<file path="src/rtl/bpu_tournament_pkg.sv">
// Shared definitions for the tournament branch direction predictor.
// Latency: n/a (constants only).
// Backpressure: n/a.
package bpu_tournament_pkg;

    // Predictor scheme selection for the MODE parameter.
    localparam int MODE_LOCAL  = 0;
    localparam int MODE_GSHARE = 1;
    localparam int MODE_TOUR   = 2;

    // Reset value of every 2-bit counter: weakly not-taken
    // (for the chooser: weakly prefer local).
    localparam logic [1:0] CNT_WNT = 2'b01;

endpackage

</file>
<file path="src/rtl/sat_cnt2.sv">
// 2-bit saturating up/down counter next-value logic.
// Latency: combinational.
// Backpressure: none; pure function of its inputs.
//   cntIn  : current counter value
//   taken  : 1 = count up, 0 = count down
//   cntOut : next counter value, clamped at 2'b00 and 2'b11
module sat_cnt2 (
    input  logic [1:0] cntIn,
    input  logic       taken,
    output logic [1:0] cntOut
);

    always_comb begin
        cntOut = cntIn;
        if (taken && (cntIn != 2'b11)) begin
            cntOut = cntIn + 2'd1;
        end else if (!taken && (cntIn != 2'b00)) begin
            cntOut = cntIn - 2'd1;
        end
    end

endmodule

</file>
<file path="src/rtl/bpu_tournament.sv">
// Local / gshare / tournament branch direction predictor for the 5-stage pipeline.
// Latency: lookup at F, prediction valid in D (1 cycle), tables trained at the M-stage edge.
// Backpressure: stallD holds the F->D metadata; flushD/E/M squash in-flight metadata.
//   clk, rst                 : clock, asynchronous active-high reset
//   pcF                      : fetch PC used for all table lookups
//   stallD, flushD           : hold / clear the F->D metadata register
//   branchD, flushE          : D-stage branch flag, clear of the D->E shadow
//   flushM, branchM          : clear of the E->M shadow, M-stage branch flag
//   actual_takeM             : resolved direction at M
//   pred_takeD               : predicted taken for the branch in D
//   mispredM                 : M-stage branch resolved against its prediction
//   br_cnt, mis_cnt          : saturating resolved-branch / mispredict counters
module bpu_tournament
    import bpu_tournament_pkg::*;
#(
    parameter int PC_IDX_BITS = 6,
    parameter int LHIST_BITS  = 4,
    parameter int GHIST_BITS  = 6,
    parameter int CHOOSE_BITS = 6,
    parameter int MODE        = 2
) (
    input  logic        clk,
    input  logic        rst,
    input  logic [31:0] pcF,
    input  logic        stallD,
    input  logic        flushD,
    input  logic        branchD,
    input  logic        flushE,
    input  logic        flushM,
    input  logic        branchM,
    input  logic        actual_takeM,
    output logic        pred_takeD,
    output logic        mispredM,
    output logic [31:0] br_cnt,
    output logic [31:0] mis_cnt
);

    localparam int BHT_N  = 1 << PC_IDX_BITS;
    localparam int LPHT_N = 1 << LHIST_BITS;
    localparam int GPHT_N = 1 << GHIST_BITS;
    localparam int CPHT_N = 1 << CHOOSE_BITS;

    // Everything a branch needs at M to train the tables it was predicted from.
    typedef struct packed {
        logic                   pred;
        logic [PC_IDX_BITS-1:0] lidx;
        logic [LHIST_BITS-1:0]  lhist;
        logic [GHIST_BITS-1:0]  gidx;
        logic [CHOOSE_BITS-1:0] cidx;
        logic                   lpred;
        logic                   gpred;
    } meta_t;

    logic [LHIST_BITS-1:0] bht  [BHT_N];
    logic [1:0]            lpht [LPHT_N];
    logic [1:0]            gpht [GPHT_N];
    logic [1:0]            cpht [CPHT_N];
    logic [GHIST_BITS-1:0] ghr;

    meta_t metaF, metaD, metaE, metaM;
    logic  validE, validM;
    logic  choiceF;
    logic  doUpdate;
    logic  [1:0] lphtNext, gphtNext, cphtNext;

    // Only a slice of the PC indexes the tables; the rest is intentionally ignored.
    logic [31:0] unusedPcF;
    assign unusedPcF = pcF;

    // ---------------- F stage lookup ----------------
    assign metaF.lidx  = pcF[PC_IDX_BITS+1:2];
    assign metaF.lhist = bht[metaF.lidx];
    assign metaF.lpred = lpht[metaF.lhist][1];
    // gshare uses committed history only, so a resolving branch in M is not yet visible here.
    assign metaF.gidx  = pcF[GHIST_BITS+1:2] ^ ghr;
    assign metaF.gpred = gpht[metaF.gidx][1];
    assign metaF.cidx  = pcF[CHOOSE_BITS+1:2];
    assign choiceF     = cpht[metaF.cidx][1];

    generate
        if (MODE == MODE_LOCAL) begin : g_predLocal
            assign metaF.pred = metaF.lpred;
        end else if (MODE == MODE_GSHARE) begin : g_predGshare
            assign metaF.pred = metaF.gpred;
        end else begin : g_predTour
            assign metaF.pred = choiceF ? metaF.gpred : metaF.lpred;
        end
    endgenerate

    // ---------------- metadata pipeline ----------------
    always_ff @(posedge clk or posedge rst) begin
        if (rst) begin
            metaD <= '0;
        end else if (flushD) begin
            metaD <= '0;
        end else if (!stallD) begin
            metaD <= metaF;
        end
    end

    always_ff @(posedge clk or posedge rst) begin
        if (rst) begin
            validE <= 1'b0;
            metaE  <= '0;
        end else if (flushE) begin
            validE <= 1'b0;
            metaE  <= '0;
        end else begin
            validE <= branchD;
            metaE  <= metaD;
        end
    end

    always_ff @(posedge clk or posedge rst) begin
        if (rst) begin
            validM <= 1'b0;
            metaM  <= '0;
        end else if (flushM) begin
            validM <= 1'b0;
            metaM  <= '0;
        end else begin
            validM <= validE;
            metaM  <= metaE;
        end
    end

    assign pred_takeD = branchD & metaD.pred;
    assign doUpdate   = validM & branchM;
    assign mispredM   = doUpdate & (metaM.pred != actual_takeM);

    // ---------------- training ----------------
    sat_cnt2 u_lphtCnt (
        .cntIn  (lpht[metaM.lhist]),
        .taken  (actual_takeM),
        .cntOut (lphtNext)
    );

    sat_cnt2 u_gphtCnt (
        .cntIn  (gpht[metaM.gidx]),
        .taken  (actual_takeM),
        .cntOut (gphtNext)
    );

    // Chooser moves toward whichever component was right.
    sat_cnt2 u_cphtCnt (
        .cntIn  (cpht[metaM.cidx]),
        .taken  (metaM.gpred == actual_takeM),
        .cntOut (cphtNext)
    );

    always_ff @(posedge clk or posedge rst) begin
        if (rst) begin
            for (int i = 0; i < BHT_N; i++) bht[i] <= '0;
            for (int i = 0; i < LPHT_N; i++) lpht[i] <= CNT_WNT;
            for (int i = 0; i < GPHT_N; i++) gpht[i] <= CNT_WNT;
            for (int i = 0; i < CPHT_N; i++) cpht[i] <= CNT_WNT;
            ghr <= '0;
        end else if (doUpdate) begin
            bht[metaM.lidx]   <= {metaM.lhist[LHIST_BITS-2:0], actual_takeM};
            // Both component tables train in every mode so switching MODE needs no warm-up logic.
            lpht[metaM.lhist] <= lphtNext;
            gpht[metaM.gidx]  <= gphtNext;
            // Chooser only learns when the components disagree; agreement carries no information.
            if ((MODE == MODE_TOUR) && (metaM.lpred != metaM.gpred)) begin
                cpht[metaM.cidx] <= cphtNext;
            end
            ghr <= {ghr[GHIST_BITS-2:0], actual_takeM};
        end
    end

    always_ff @(posedge clk or posedge rst) begin
        if (rst) begin
            br_cnt  <= '0;
            mis_cnt <= '0;
        end else if (doUpdate) begin
            if (br_cnt != '1) begin
                br_cnt <= br_cnt + 32'd1;
            end
            if (mispredM && (mis_cnt != '1)) begin
                mis_cnt <= mis_cnt + 32'd1;
            end
        end
    end

endmodule

</file>
<file path="config.mk">
export PLATFORM = sky130hd
export DESIGN_NAME = bpu_tournament
export DESIGN_NICKNAME = d
export VERILOG_FILES = /design/src/rtl/bpu_tournament_pkg.sv /design/src/rtl/sat_cnt2.sv /design/src/rtl/bpu_tournament.sv
export SDC_FILE = /design/constraint.sdc
export NUM_CORES = 2
export LEC_CHECK = 0
export CORE_UTILIZATION = 55
export CTS_CLUSTER_DIAMETER = 120
export DETAILED_ROUTE_END_ITERATION = 12
export GPL_ROUTABILITY_DRIVEN = 0
export HOLD_SLACK_MARGIN = 0.03
export PLACE_DENSITY_LB_ADDON = 0.25
export SLEW_MARGIN = 20
export SYNTH_ARGS = -nofsm -noshare
export SYNTH_HDL_FRONTEND = slang
export SYNTH_SLANG_ARGS = --single-unit
</file>
<file path="constraint.sdc">
create_clock -name clk -period 19.21 [get_ports clk]
set_input_delay 1.921 -clock clk [delete_from_list [all_inputs] [get_ports clk]]
set_output_delay 1.921 -clock clk [all_outputs]
set_load 0.02 [all_outputs]
</file>
==> impl_metrics.ini <==
[outcome]
status = finished, final reports clean

[layout]
fin_util = 0.627
antennaDiodeCount = 0
layout-drive-gt1-share = 0.397
syn2layout_area_growth_pct = 12.5
finalNetCount = 2505
fill_cells = 4293
regArea_mm2 = 0.0170
multi_input_area_mm2 = 0.0144

[global_route]
grt_first_pass_wirelength_um = 125000
grt_start_max_net_pins = 86
grt.total_usage = 0.268
grt_pass1_vias = 21700
antenna_found_initial = 0
overflow = 0

[clock_network]
clk_latency_ns = 0.62
cts.clk_slew.worst_paths_ns = 0.06
clockBufferDepth = 3
cts_buffers = 71
htree_levels = 3
cts_setup_buffers = 0
holdBufCountCts = 0
cts_resized = 0
clock-root-buffer = clkbuf_16
cts_sinks = 673
tritoncts = built

[synthesis]
async_reset_ff_frac = 1.00
ys.flop_type = dfrtp_1
syn_nets = 2467
synth_cell_type_count = 59
ys_seq_area_frac = 0.530
synth_edf_count = 0
netlist_area_mm2 = 0.0321
ys_seq_elements = 673
yosysWarnings = 0
netlist_instances = 2418
syn_area_per_cell_um2 = 13.3

[pwr]
vdd_drop_max_v = 0.000115
leakage_nw = 15.9
power_density_mw_per_mm2 = 91.0

[timing]
fin_crit_sh = 0.297
fmax_mhz = 175
timing.final.crit_period_ns = 5.70
setup_viol = 0
fin_skew_ns = 0.0325
worst_pin_slew_ns = 1.20
slew_viol_final = 0
max_slew_margin = 0.201
tns_ns = 0
rsz0062_at_grt = false
finalHoldViolCount = 0

[hold_path]
hold-path-cell-count = 1
hold_start = metaE[17]
hp-class = reg -> reg

[route]
via_per_inst = 6.32
drtPass1Iterations = 5
wl_per_cell_um = 23.7
drt_iter0_markers = 1820
antenna_left = 0
wl_um = 77900
via_count = 20700
drc = 0

[die]
pin_count = 107
dieWidth_um = 244
core_mm2 = 0.0577
die_area_mm2 = 0.0594
initial_core_util = 0.557
rows = 88
die_height_um = 244

[setup_path]
worstSetupEndpointType = register
crit_start = pcF[2]
timing.rr.start = metaM[3]
cp.arrival_ns = 6.15
crit_type = in -> reg
path_max_fanout = 41
ff2ff_path_depth = 12
startpoint_type = input port
worstPathRequired_ns = 19.66

[place]
io_buffers = 80
place_hpwl_um = 48200

[run]
maxCapViolCount = 0
## worst max-delay path, cell delays in order
cell	delay [ns]
buf_4	0.62
buf_4	0.72
mux4_2	0.65
a22oi_1	0.17
a311oi_1	0.11
or4_1	0.81
a311o_1	0.42
o211a_1	0.22
a22oi_1	0.19
a21o_1	0.20
a211oi_1	0.09
## state kept, by name, summed over array words and instances, names as in the netlist
name and count:
bht 256, cpht 128, gpht 128, br_cnt 32
lpht 32, mis_cnt 32, metaD 19, metaE 19
metaM 19, ghr 6, validE 1, validM 1
## power by group
part	leakage [nW]	internal (mW)	total (mW)	switching, mW
clock network	1.26	0.910	1.50	0.586
registers	8.82	1.45	1.47	0.0228
logic	5.83	0.0972	0.328	0.230
total	15.9	2.45	3.29	0.839
## final timing paths
check	endpoint	slack [ns]
hold / removal	metaM[17]	0.46
setup reg to reg	cpht[84]	14.68
hold reg to reg	metaM[17]	0.46
max in group asynchronous	metaM[15]	14.46
setup / recovery	metaD[24]	13.51
min in group asynchronous	gpht[35]	1.63
## layer usage
layer	global-route usage	routed length [µm]	vias to the layer above
li1	-	-	8974
met1	0.374	33300	10800
met2	0.429	37500	766
met3	0.0437	5030	169
met4	0.0901	2090	0
met5	0	0	-
## through the flow
step                hold slack (ns)  setup slack [ns]  area, µm²  std cells  total power [mW]
floorplan                     0.439              8.20      32100       2418              1.71
global placement              0.442             12.87      33500       3147              1.81
detailed placement            0.448             12.84      33600       3147              1.81
CTS                           0.463             13.47      36100       3279              3.31
global route                  0.472             13.27      36200       3280              3.41
finish                        0.460             13.51      36200       3280              3.29
## layout by cell type, fill, tap and decap left out, types with 5 or more instances in the layout
master / synthesis / routed
nor2_1: 157 / 154
and4_1: 6 / 6
nand4_1: 22 / 22
xor2_1: 20 / 18
inv_1: 13 / 12
and2_1: 14 / 14
clkdlybuf4s50_1: 0 / 75
nand2b_1: 5 / 5
clkinv_2: 0 / 13
nor3b_2: 6 / 7
mux4_2: 115 / 115
dfstp_2: 144 / 144
bufinv_16: 0 / 12
mux2_2: 549 / 547
mux2i_1: 39 / 39
nand3_1: 64 / 64
a221oi_1: 26 / 26
nor4_1: 8 / 8
o21ai_0: 9 / 9
buf_4: 6 / 43
nor3_1: 55 / 55
nand2_1: 130 / 130
a22oi_1: 89 / 89
a21oi_1: 24 / 24
ha_1: 8 / 8
a31oi_1: 30 / 30
clkbuf_1: 117 / 17
nor2b_1: 48 / 48
dfrtp_1: 529 / 526
and3_1: 13 / 13
nand3b_1: 9 / 9
clkbuf_8: 0 / 11
xnor2_1: 54 / 51
a22o_1: 24 / 24
clkbuf_16: 0 / 73
## kinds of logic (layout without fill, tap and decap cells)
family,Yosys count,count (layout),share of synthesized area
muxes,705,705,0.287
adders and majority gates,8,8,0.00312
AOI/OAI and AO/OA,226,226,0.0515
xor gates and xnor gates,75,75,0.0207
and+or+nand+nor,558,558,0.0849
DFF,673,673,0.530
buffers and inverters,173,270,0.0232
## final cells by class
cell class	count	area share
clock buffer	101	0.0565
timing repair buffer	124	0.0313
inverter	14	0.00156
multi-input combinational	1572	0.399
sequential	673	0.471
clock inverter	31	0.0143
tap	765	0.0265
## synth_stat cells, drive strengths merged (9+ instances only)
library cell / count / area [µm²]
o21ai: 10 / 50.0
nor3: 57 / 295
nor2: 157 / 589
mux2i: 39 / 390
a221oi: 26 / 228
nand4: 22 / 138
nor2b: 48 / 300
buf: 42 / 255
a22o: 24 / 210
inv: 14 / 52.6
mux4: 117 / 2640
a21oi: 24 / 120
clkbuf: 117 / 439
nor3b: 11 / 113
xnor2: 54 / 473
xor2: 21 / 191
and2: 14 / 87.6
and3: 13 / 81.3
nand3: 64 / 320
a31oi: 30 / 188
nand3b: 9 / 67.6
mux2: 549 / 6180
nand2: 130 / 488
dfrtp: 529 / 13200
a22oi: 89 / 668
dfstp: 144 / 3780
Note: power is estimated with default switching activity, not from simulation.
